<file path="src/rtl/tic_tac_toe_pkg.sv">
// Shared encodings, scan tables and FSM state type for the tic-tac-toe computer opponent.
package tic_tac_toe_pkg;

    localparam logic [1:0] EMPTY    = 2'b00;
    localparam logic [1:0] PLAYER   = 2'b01;
    localparam logic [1:0] COMPUTER = 2'b10;

    localparam logic [1:0] WHO_NONE     = 2'b00;
    localparam logic [1:0] WHO_PLAYER   = 2'b01;
    localparam logic [1:0] WHO_COMPUTER = 2'b10;

    // Rows, then columns, then the two diagonals.
    localparam logic [3:0] LINE_TABLE [8][3] = '{
        '{4'd0, 4'd1, 4'd2},
        '{4'd3, 4'd4, 4'd5},
        '{4'd6, 4'd7, 4'd8},
        '{4'd0, 4'd3, 4'd6},
        '{4'd1, 4'd4, 4'd7},
        '{4'd2, 4'd5, 4'd8},
        '{4'd0, 4'd4, 4'd8},
        '{4'd2, 4'd4, 4'd6}
    };

    // Centre, corners, edges.
    localparam logic [3:0] PREF_ORDER [9] = '{
        4'd4, 4'd0, 4'd2, 4'd6, 4'd8, 4'd1, 4'd3, 4'd5, 4'd7
    };

    typedef enum logic [2:0] {
        ST_IDLE,
        ST_SCAN_WIN,
        ST_SCAN_BLOCK,
        ST_SCAN_PREF,
        ST_ISSUE,
        ST_REJECT
    } ai_state_t;

endpackage

</file>
<file path="src/rtl/tic_tac_toe_ai_if.sv">
// Move interface between the game (master) and the computer opponent (slave).
interface tic_tac_toe_ai_if;
    logic       turn_req;
    logic [1:0] pos1, pos2, pos3, pos4, pos5, pos6, pos7, pos8, pos9;
    logic [1:0] who;
    logic [3:0] computer_position;
    logic       pc;
    logic       busy;
    logic       no_move;

    modport master (
        output turn_req, pos1, pos2, pos3, pos4, pos5, pos6, pos7, pos8, pos9, who,
        input  computer_position, pc, busy, no_move
    );

    modport slave (
        input  turn_req, pos1, pos2, pos3, pos4, pos5, pos6, pos7, pos8, pos9, who,
        output computer_position, pc, busy, no_move
    );
endinterface

</file>
<file path="src/rtl/ttt_line_eval.sv">
// Flags a line holding two cells of the given mark plus one empty cell, and names that empty cell.
import tic_tac_toe_pkg::*;

module ttt_line_eval (
    input  logic [1:0] cell_a,
    input  logic [1:0] cell_b,
    input  logic [1:0] cell_c,
    input  logic [1:0] mark,
    output logic       hit,
    output logic [1:0] empty_slot
);
    logic a_m, b_m, c_m, a_e, b_e, c_e;

    assign a_m = (cell_a == mark);
    assign b_m = (cell_b == mark);
    assign c_m = (cell_c == mark);
    assign a_e = (cell_a == EMPTY);
    assign b_e = (cell_b == EMPTY);
    assign c_e = (cell_c == EMPTY);

    assign hit = (a_m & b_m & c_e) | (a_m & c_m & b_e) | (b_m & c_m & a_e);
    // Only meaningful when hit is set, in which case exactly one cell is empty.
    assign empty_slot = a_e ? 2'd0 : (b_e ? 2'd1 : 2'd2);
endmodule

</file>
<file path="src/rtl/tic_tac_toe_ai.sv">
// Computer opponent: snapshots the board, scans win/block/preference one step per cycle, strobes the move.
import tic_tac_toe_pkg::*;

// state         | meaning
// ST_IDLE       | waiting for turn_req
// ST_SCAN_WIN   | one line per cycle, looking for two COMPUTER + one EMPTY
// ST_SCAN_BLOCK | one line per cycle, looking for two PLAYER + one EMPTY
// ST_SCAN_PREF  | one preference cell per cycle, first EMPTY wins
// ST_ISSUE      | pc held high PC_HOLD cycles with computer_position stable
// ST_REJECT     | game already decided or board full; pulse no_move
module tic_tac_toe_ai #(
    parameter int PC_HOLD = 5
) (
    input logic             clk,
    input logic             rst,
    tic_tac_toe_ai_if.slave bus
);
    localparam logic [3:0] HOLD_LOAD = 4'(PC_HOLD - 1);

    ai_state_t  state, state_nxt;
    logic [1:0] snap [9];
    logic [1:0] cells_in [9];
    logic       snap_load;
    logic [3:0] idx, idx_nxt;
    logic [3:0] hold_cnt, hold_cnt_nxt;
    logic [3:0] position, position_nxt;
    logic       pc_q, pc_nxt;
    logic       no_move_q, no_move_nxt;

    logic [3:0] cell_a_idx, cell_b_idx, cell_c_idx, slot_cell, pref_cell;
    logic [1:0] mark;
    logic       hit;
    logic [1:0] empty_slot;

    assign cells_in[0] = bus.pos1;
    assign cells_in[1] = bus.pos2;
    assign cells_in[2] = bus.pos3;
    assign cells_in[3] = bus.pos4;
    assign cells_in[4] = bus.pos5;
    assign cells_in[5] = bus.pos6;
    assign cells_in[6] = bus.pos7;
    assign cells_in[7] = bus.pos8;
    assign cells_in[8] = bus.pos9;

    assign cell_a_idx = LINE_TABLE[idx[2:0]][0];
    assign cell_b_idx = LINE_TABLE[idx[2:0]][1];
    assign cell_c_idx = LINE_TABLE[idx[2:0]][2];
    assign pref_cell  = PREF_ORDER[idx];
    assign mark       = (state == ST_SCAN_BLOCK) ? PLAYER : COMPUTER;
    assign slot_cell  = (empty_slot == 2'd0) ? cell_a_idx :
                        (empty_slot == 2'd1) ? cell_b_idx : cell_c_idx;

    ttt_line_eval u_line_eval (
        .cell_a     (snap[cell_a_idx]),
        .cell_b     (snap[cell_b_idx]),
        .cell_c     (snap[cell_c_idx]),
        .mark       (mark),
        .hit        (hit),
        .empty_slot (empty_slot)
    );

    always_ff @(posedge clk or negedge rst) begin
        if (!rst) begin
            for (int i = 0; i < 9; i++) snap[i] <= EMPTY;
        end else if (snap_load) begin
            for (int i = 0; i < 9; i++) snap[i] <= cells_in[i];
        end
    end

    always_ff @(posedge clk or negedge rst) begin
        if (!rst) begin
            state     <= ST_IDLE;
            idx       <= '0;
            hold_cnt  <= '0;
            position  <= '0;
            pc_q      <= 1'b0;
            no_move_q <= 1'b0;
        end else begin
            state     <= state_nxt;
            idx       <= idx_nxt;
            hold_cnt  <= hold_cnt_nxt;
            position  <= position_nxt;
            pc_q      <= pc_nxt;
            no_move_q <= no_move_nxt;
        end
    end

    always_comb begin
        state_nxt    = state;
        idx_nxt      = idx;
        hold_cnt_nxt = hold_cnt;
        position_nxt = position;
        pc_nxt       = pc_q;
        no_move_nxt  = 1'b0;
        snap_load    = 1'b0;
        case (state)
            ST_IDLE: begin
                pc_nxt = 1'b0;
                if (bus.turn_req) begin
                    if (bus.who == WHO_NONE) begin
                        snap_load = 1'b1;
                        idx_nxt   = '0;
                        state_nxt = ST_SCAN_WIN;
                    end else begin
                        state_nxt = ST_REJECT;
                    end
                end
            end
            ST_SCAN_WIN, ST_SCAN_BLOCK: begin
                if (hit) begin
                    position_nxt = slot_cell;
                    pc_nxt       = 1'b1;
                    hold_cnt_nxt = HOLD_LOAD;
                    state_nxt    = ST_ISSUE;
                end else if (idx == 4'd7) begin
                    idx_nxt   = '0;
                    state_nxt = (state == ST_SCAN_WIN) ? ST_SCAN_BLOCK : ST_SCAN_PREF;
                end else begin
                    idx_nxt = idx + 4'd1;
                end
            end
            ST_SCAN_PREF: begin
                if (snap[pref_cell] == EMPTY) begin
                    position_nxt = pref_cell;
                    pc_nxt       = 1'b1;
                    hold_cnt_nxt = HOLD_LOAD;
                    state_nxt    = ST_ISSUE;
                end else if (idx == 4'd8) begin
                    state_nxt = ST_REJECT;
                end else begin
                    idx_nxt = idx + 4'd1;
                end
            end
            ST_ISSUE: begin
                if (hold_cnt == 4'd0) begin
                    pc_nxt    = 1'b0;
                    state_nxt = ST_IDLE;
                end else begin
                    hold_cnt_nxt = hold_cnt - 4'd1;
                end
            end
            ST_REJECT: begin
                no_move_nxt = 1'b1;
                state_nxt   = ST_IDLE;
            end
            default: state_nxt = ST_IDLE;
        endcase
    end

    assign bus.computer_position = position;
    assign bus.pc                = pc_q;
    assign bus.busy              = (state != ST_IDLE);
    assign bus.no_move           = no_move_q;

endmodule

</file>
<file path="src/flat_wrapper.sv">
// flat-port wrapper written by rule: the top's interface ports become plain ports
module tic_tac_toe_ai_flat 
#(
    parameter int PC_HOLD = 5
)
  (clk, rst, bus_turn_req, bus_pos1, bus_pos2, bus_pos3, bus_pos4, bus_pos5, bus_pos6, bus_pos7, bus_pos8, bus_pos9, bus_who, bus_computer_position, bus_pc, bus_busy, bus_no_move);
  tic_tac_toe_ai_if bus_i ();
  input logic clk;
  input logic rst;
  input wire logic [$bits(bus_i.turn_req)-1:0] bus_turn_req;
  input wire logic [$bits(bus_i.pos1)-1:0] bus_pos1;
  input wire logic [$bits(bus_i.pos2)-1:0] bus_pos2;
  input wire logic [$bits(bus_i.pos3)-1:0] bus_pos3;
  input wire logic [$bits(bus_i.pos4)-1:0] bus_pos4;
  input wire logic [$bits(bus_i.pos5)-1:0] bus_pos5;
  input wire logic [$bits(bus_i.pos6)-1:0] bus_pos6;
  input wire logic [$bits(bus_i.pos7)-1:0] bus_pos7;
  input wire logic [$bits(bus_i.pos8)-1:0] bus_pos8;
  input wire logic [$bits(bus_i.pos9)-1:0] bus_pos9;
  input wire logic [$bits(bus_i.who)-1:0] bus_who;
  output wire logic [$bits(bus_i.computer_position)-1:0] bus_computer_position;
  output wire logic [$bits(bus_i.pc)-1:0] bus_pc;
  output wire logic [$bits(bus_i.busy)-1:0] bus_busy;
  output wire logic [$bits(bus_i.no_move)-1:0] bus_no_move;
  assign bus_i.turn_req = bus_turn_req;
  assign bus_i.pos1 = bus_pos1;
  assign bus_i.pos2 = bus_pos2;
  assign bus_i.pos3 = bus_pos3;
  assign bus_i.pos4 = bus_pos4;
  assign bus_i.pos5 = bus_pos5;
  assign bus_i.pos6 = bus_pos6;
  assign bus_i.pos7 = bus_pos7;
  assign bus_i.pos8 = bus_pos8;
  assign bus_i.pos9 = bus_pos9;
  assign bus_i.who = bus_who;
  assign bus_computer_position = bus_i.computer_position;
  assign bus_pc = bus_i.pc;
  assign bus_busy = bus_i.busy;
  assign bus_no_move = bus_i.no_move;
  tic_tac_toe_ai #(.PC_HOLD(PC_HOLD)) u_core (.clk(clk), .rst(rst), .bus(bus_i));
endmodule
</file>
<file path="config.mk">
export PLATFORM = sky130hd
export DESIGN_NAME = tic_tac_toe_ai_flat
export DESIGN_NICKNAME = d
export VERILOG_FILES = /design/src/rtl/tic_tac_toe_pkg.sv /design/src/rtl/tic_tac_toe_ai_if.sv /design/src/rtl/ttt_line_eval.sv /design/src/rtl/tic_tac_toe_ai.sv /design/src/flat_wrapper.sv
export SDC_FILE = /design/constraint.sdc
export NUM_CORES = 1
export LEC_CHECK = 0
export ABC_CLOCK_PERIOD_IN_PS = 4450
export CORE_ASPECT_RATIO = 1.4
export CORE_MARGIN = 2
export CORE_UTILIZATION = 50
export CTS_CLUSTER_DIAMETER = 100
export DETAILED_ROUTE_END_ITERATION = 6
export HOLD_SLACK_MARGIN = 0.06
export MAX_ROUTING_LAYER = met4
export PLACE_DENSITY = 0.75
export SETUP_SLACK_MARGIN = 0.4
export SLEW_MARGIN = 15
export SYNTH_ARGS = -nofsm -noshare
export SYNTH_HDL_FRONTEND = slang
export SYNTH_HIERARCHICAL = 1
export SYNTH_SLANG_ARGS = --single-unit
</file>
<file path="constraint.sdc">
create_clock -name clk -period 4.45 [get_ports clk]
set_input_delay 0.6675 -clock clk [delete_from_list [all_inputs] [get_ports clk]]
set_output_delay 0.6675 -clock clk [all_outputs]
set_load 0.03 [all_outputs]
</file>
After elaboration in Yosys (flattened, before gate mapping). Memories as Yosys holds them, arrays and structs flattened. Cells that the tools add are included.

Bits of input ports: 23. ROM bits: 160. Bits in registers: 35. Bits in latches: 0. Memories kept: 2. Memory bits (writable): 0. Output and inout port bits: 7.

Divide/modulo/power cells: 0. Add/subtract/negate cells: 2. Reduce and logical (&&, ||, !) cells: 19. Shift-type cells: 0. Multiplexer cells: 52. Multipliers: 0. $lt $le $gt $ge: 6. Bitwise operators: 14. Eq/ne operators: 22.

Memories: (no name shown) (words 8, width 12, read ports 1, clocked after memory_dff 0, write ports 0, RTL line tic_tac_toe_ai.sv:45) `assign cell_a_idx = LINE_TABLE[idx[2:0]][0];`; (no name shown) (words 16, width 4, read ports 1, clocked after memory_dff 0, write ports 0, RTL line tic_tac_toe_ai.sv:48) `assign pref_cell = PREF_ORDER[idx];`.

Operators with widths (count): $mux 4 (15); $bmux 2 s4 (4); $ge 5x5->1 const B (5); $not 4->5 (5); $mux 12 (2); $pmux 4 s3 (2); $mux 2 (11); $mux 3 (7); $logic_not 2->1 (6); $pmux 3 s4 (1); $reduce_and 4->1 (3); $ne 2x2->1 const B (5); $reduce_bool 3->1 (3); $mux 1 (8); $ne 2x1->1 const B (4); $pmux 4 s2 (1); $and 1x1->1 (6); $eq 2x2->1 (3); $eq 3x2->1 const B (2); $eq 3x3->1 const B (2); $ne 3x1->1 const B (2); $reduce_and 6->1 (1); $add 4x1->4 const B (1); $eq 4x3->1 const B (1); 14 further kinds (15).

Depth between registers and ports, before layout.
Depth after elaboration: 16. Depth in mapped cells: 19. Mapped depth without buffers: 18.

Hierarchy. The synthesis kept the hierarchy.

Modules (own cells, without submodules): tic_tac_toe_ai (times used 1, cells an instance 258, area an instance 2572.5 um^2, sequential area each 875.8 um^2); ttt_line_eval (times used 1, cells an instance 20, area an instance 132.6 um^2, sequential area each 0.0 um^2).

Worst setup path before layout. No wires, ideal clock.

Path kind: register to register. Start point: register u_core.idx[0]. End point: register u_core.idx[2]. Setup slack: 0.264 ns. Arrival time: 4.052 ns. Period minus slack after synthesis: 4.186 ns. Setup time: 0.134 ns. Stages on the path, launching flop included: 19. Cell sequence: dfrtp_1 inv_1 ha_1 buf_2 mux2i_2 mux2i_1 mux4_2 inv_1 nor2_1 nor4b_2 a211oi_1 o2bb2ai_1 nor2b_1 a311oi_1 or3_1 o21bai_1 o32a_1 o21ai_0 o31ai_1.

Cells in the longest elaborated chain, start to end: 15.

Ends and longest elaborated chain: start: declaration (RTL line tic_tac_toe_ai.sv:24) `logic [3:0] idx, idx_nxt;`; start signal: assignment (RTL line tic_tac_toe_ai.sv:80) `idx <= idx_nxt;`; $not 3->4 (implied by the code) (*) (RTL line tic_tac_toe_ai.sv:45, tic_tac_toe_ai.sv:46, tic_tac_toe_ai.sv:47); $mem_v2 8x12 (*); $mux 12 (implied by the code) (*) (2 in a row) (RTL line tic_tac_toe_ai.sv:46) `assign cell_b_idx = LINE_TABLE[idx[2:0]][1];`; $not 4->5 (on tied branches) (RTL line tic_tac_toe_ai.sv:54, tic_tac_toe_ai.sv:55, tic_tac_toe_ai.sv:56); $bmux 2 s4 (on tied branches) (RTL line tic_tac_toe_ai.sv:54, tic_tac_toe_ai.sv:55, tic_tac_toe_ai.sv:56); $mux 2 (on tied branches) (2 in a row) (RTL line tic_tac_toe_ai.sv:54, tic_tac_toe_ai.sv:55, tic_tac_toe_ai.sv:56); $eq 2x2->1 (on tied branches) (RTL line ttt_line_eval.sv:14, ttt_line_eval.sv:15, ttt_line_eval.sv:16); $and 1x1->1 (2 in a row) (RTL line ttt_line_eval.sv:21) `assign hit = (a_m & b_m & c_e) | (a_m & c_m & b_e) | (b_m & c_m & a_e);`; $or 1x1->1 (RTL line ttt_line_eval.sv:21); $or 1x1->1 (*) (RTL line ttt_line_eval.sv:21); named net u_core.hit (RTL line tic_tac_toe_ai.sv:32) `logic hit;`; $ne 2x2->1 (no source line) (*); $reduce_and 6->1 (no source line) (*).

Mark *: on every way through the listed nets, which the timed path passes. The rest lies on a longest branch. The select of a mux whose other input is x is not followed. A chain may end at the register's enable or synchronous reset.

Worst setup path after layout.
Start point: register u_core.idx[1]. End point: register u_core.idx[3].

Same word-level chain as after synthesis.

==> flow_summary.yaml <==
die:
  start_util_pct: 52.0
  die-width_microns: 66.2
  die-area_sq_um: 6020
  ios: 30
  rows: 31
  die_h_microns: 91.0
  core_sq_um: 5200
timing:
  post-route-min-period_ns: 4.01
  fin_skew_ns: 0.00540
  rsz0062_at_grt: "true"
  hold_viol: 0
  tightestPinTransition_ns: 0.555
  fin_crit_sh_pct: 90.1
  fin_tns_setup_ns: 0
  setup_viol: 0
  maxSlewViolCount: 0
  slew_headroom_pct: 62.9
  fmax_mhz: 249
route:
  wl_per_cell_microns: 18.8
  drt_iter0_drc: 176
  drc: 0
  routed_wirelength_mm: 7.35
  firstDrtPassIters: 4
  dr_total_vias: 2503
  drtAntennaViolNets: 0
  vias_per_cell: 6.42
cts:
  clockRootBuffer: "clkbuf_8"
  cts_buffers: 5
  htreeDepth: 2
  clockBufferDepth: 2
  cts_hold_buf: 0
  path_clk_slew_ns: 0.08
  cts_tree: "built"
  insertion_delay_ns: 0.30
  cts.sinks: 35
setup_path:
  end_kind: "flop"
  start_kind: "flop"
  cp_cell_sequence: "inv_4 > ha_4 > mux2i_4 > buf_12 > mux2i_1 > mux4_2 > inv_4 > xor2_2 > nor2_2 > a211oi_2 > o2bb2ai_2 > nor2b_2 > a311oi_2 > or3_1 > o21bai_1 > o32a_1 > o21ai_1 > o41ai_2"
  critPathRequiredTime_ns: 4.62
  cp-startpoint: "u_core/idx[1]"
  cp_top_family: "compound AO/OA/AOI/OAI gates"
  arrival_ns: 4.18
  max_stage_delay_ns: 0.53
  crit_top_cell: "inv_4"
  cp_num_buf_inv: 3
  critPathKind: "reg2reg"
  slowest_stage: "mux4_2"
  path_depth: 18
  r2r_start: "u_core/idx[1]"
  rr_worst_depth: 18
  worstPathMaxFanout: 8
placed_design:
  place_area_sq_um: 3130
  place_congestion: 0.976
  portBuffers: 29
  place_hpwl_mm: 5.10
global_route:
  antenna_found_initial: 0
  grt_usage_pct: 25.8
  grt_max_degree: 36
  grt_pass1_vias: 2484
  grt_overflow_total: 0
  grt_pass1_wl_mm: 11.6
final_layout:
  drive_gt1_share_pct: 27.8
  fin_util_pct: 66.0
  nNetsFinal: 352
  n_fill_cell: 411
  regArea_sq_um: 880
  fin_area_sq_um: 3430
  area_growth_pct: 26.9
  diodes: 0
  multi_input_area_sq_um: 1810
yosys:
  syn_area_per_cell_sq_um: 9.73
  seq_area_frac_synth_pct: 32.4
  async_flop_share_pct: 100
  syn_area_sq_um: 2710
  synthFlopType: "dfrtp_1"
  synth_nets: 307
  synth_cells: 278
  synth_edf_count: 0
  synth_area_leaders: "dfrtp_1 (32%), mux2_2 (10%), mux4_2 (7.5%)"
  yosys.cell_types.count: 58
  yosysTopAreaCell: "dfrtp_1"
  yosysWarnings: 6
  yosysTopAreaCellShare_pct: 32.4
  ys_ff_latch: 35
flow_run:
  maxCapViolations: 0
outcome:
  outcome: "completed"
worst_hold_path:
  hold_depth: 1
  worstHoldStart: "u_core/bus.computer_position[1]"
  hold_path.class: "reg2reg"
## logic make-up after synthesis
family                     after synthesis  share of synthesized area [%]
and+or+nand+nor                         86                           16.2
AOI/OAI and AO/OA                       66                           18.2
muxes                                   50                           23.9
DFF                                     35                           32.4
buffers and inverters                   27                           3.89
xor gates and xnor gates                 8                           2.59
adders and majority gates                6                           2.78
## layer usage
metal	track usage (%)	part of all wire (%)
met2	43.8	54
met4	14.5	4.5
met1	27.2	37
met5	-	0
met3	5.33	4.6
## layout by cell type, fill, tap and decap left out, types with 4 or more instances in the layout
cell type        netlist  routed
a211oi_1               5       4
dfrtp_1               35      32
buf_4                  0      20
ha_1                   6       4
a21oi_1                7       7
mux2i_1               16      15
mux4_2                 9       9
clkbuf_8               0       5
nor2b_1                6       5
nor2_1                19      17
inv_1                 14      10
clkdlybuf4s50_1        0      29
o21ai_0               21      18
nor4_1                 4       4
nand3_1                5       5
mux2_2                24      24
nand2_1               25      25
nor3_1                11      11
## final cells by class
cell class	count	share of cell area (%)
well taps	66	2.41
inverters	15	1.86
clock inverters	3	1.97
clock buffers	5	2.01
multi-input cells	216	52.7
flip-flops and latches	35	25.6
repair buffers	50	13.4
## stage by stage
stage	setup WS, ns	hold slack, ns	std cells
2_1_floorplan	0.446	0.372	278
3_3_place_gp	0.288	0.489	372
3_5_place_dp	0.179	0.495	372
4_1_cts	0.454	0.514	384
5_1_grt	0.278	0.541	390
6_report	0.441	0.510	390
## Yosys cell counts (4+ instances only)
master    number
nor3_1        11
inv_1         14
nor2_1        19
xor2_1         5
a21oi_1        7
mux2i_1       16
ha_1           6
nor4_1         4
a211oi_1       5
o21ai_0       21
clkbuf_1       7
dfrtp_1       35
mux2_2        24
nor2b_1        6
mux4_2         9
nand3_1        5
nand2_1       25
## registers in the layout (all words and copies together), names as in the netlist
name and flops:
u_core/bus.no_move 1, u_core/snap 18, u_core/bus.computer_position 4, u_core/hold_cnt 4, u_core/idx 4, u_core/state 3
u_core/bus.pc 1
## worst paths after layout
check | end | slack, ns
worst max-delay path | u_core/idx[3] | 0.44
worst min-delay path | u_core/bus.computer_position[1] | 0.51
worst max register to register | u_core/idx[3] | 0.44
worst min register to register | u_core/bus.computer_position[1] | 0.51
max in group asynchronous | u_core/idx[1] | 3.32
min in group asynchronous | u_core/snap[0] | 0.78
## what timing repair did
action	CTS	global route
resized for setup	3	21
pin swaps	0	9
endpoints found under the setup margin	8	8
buffers inserted	4	6
Power is not shown: default switching activity piles up to over one toggle a cycle in this logic, so the estimate is an artifact.
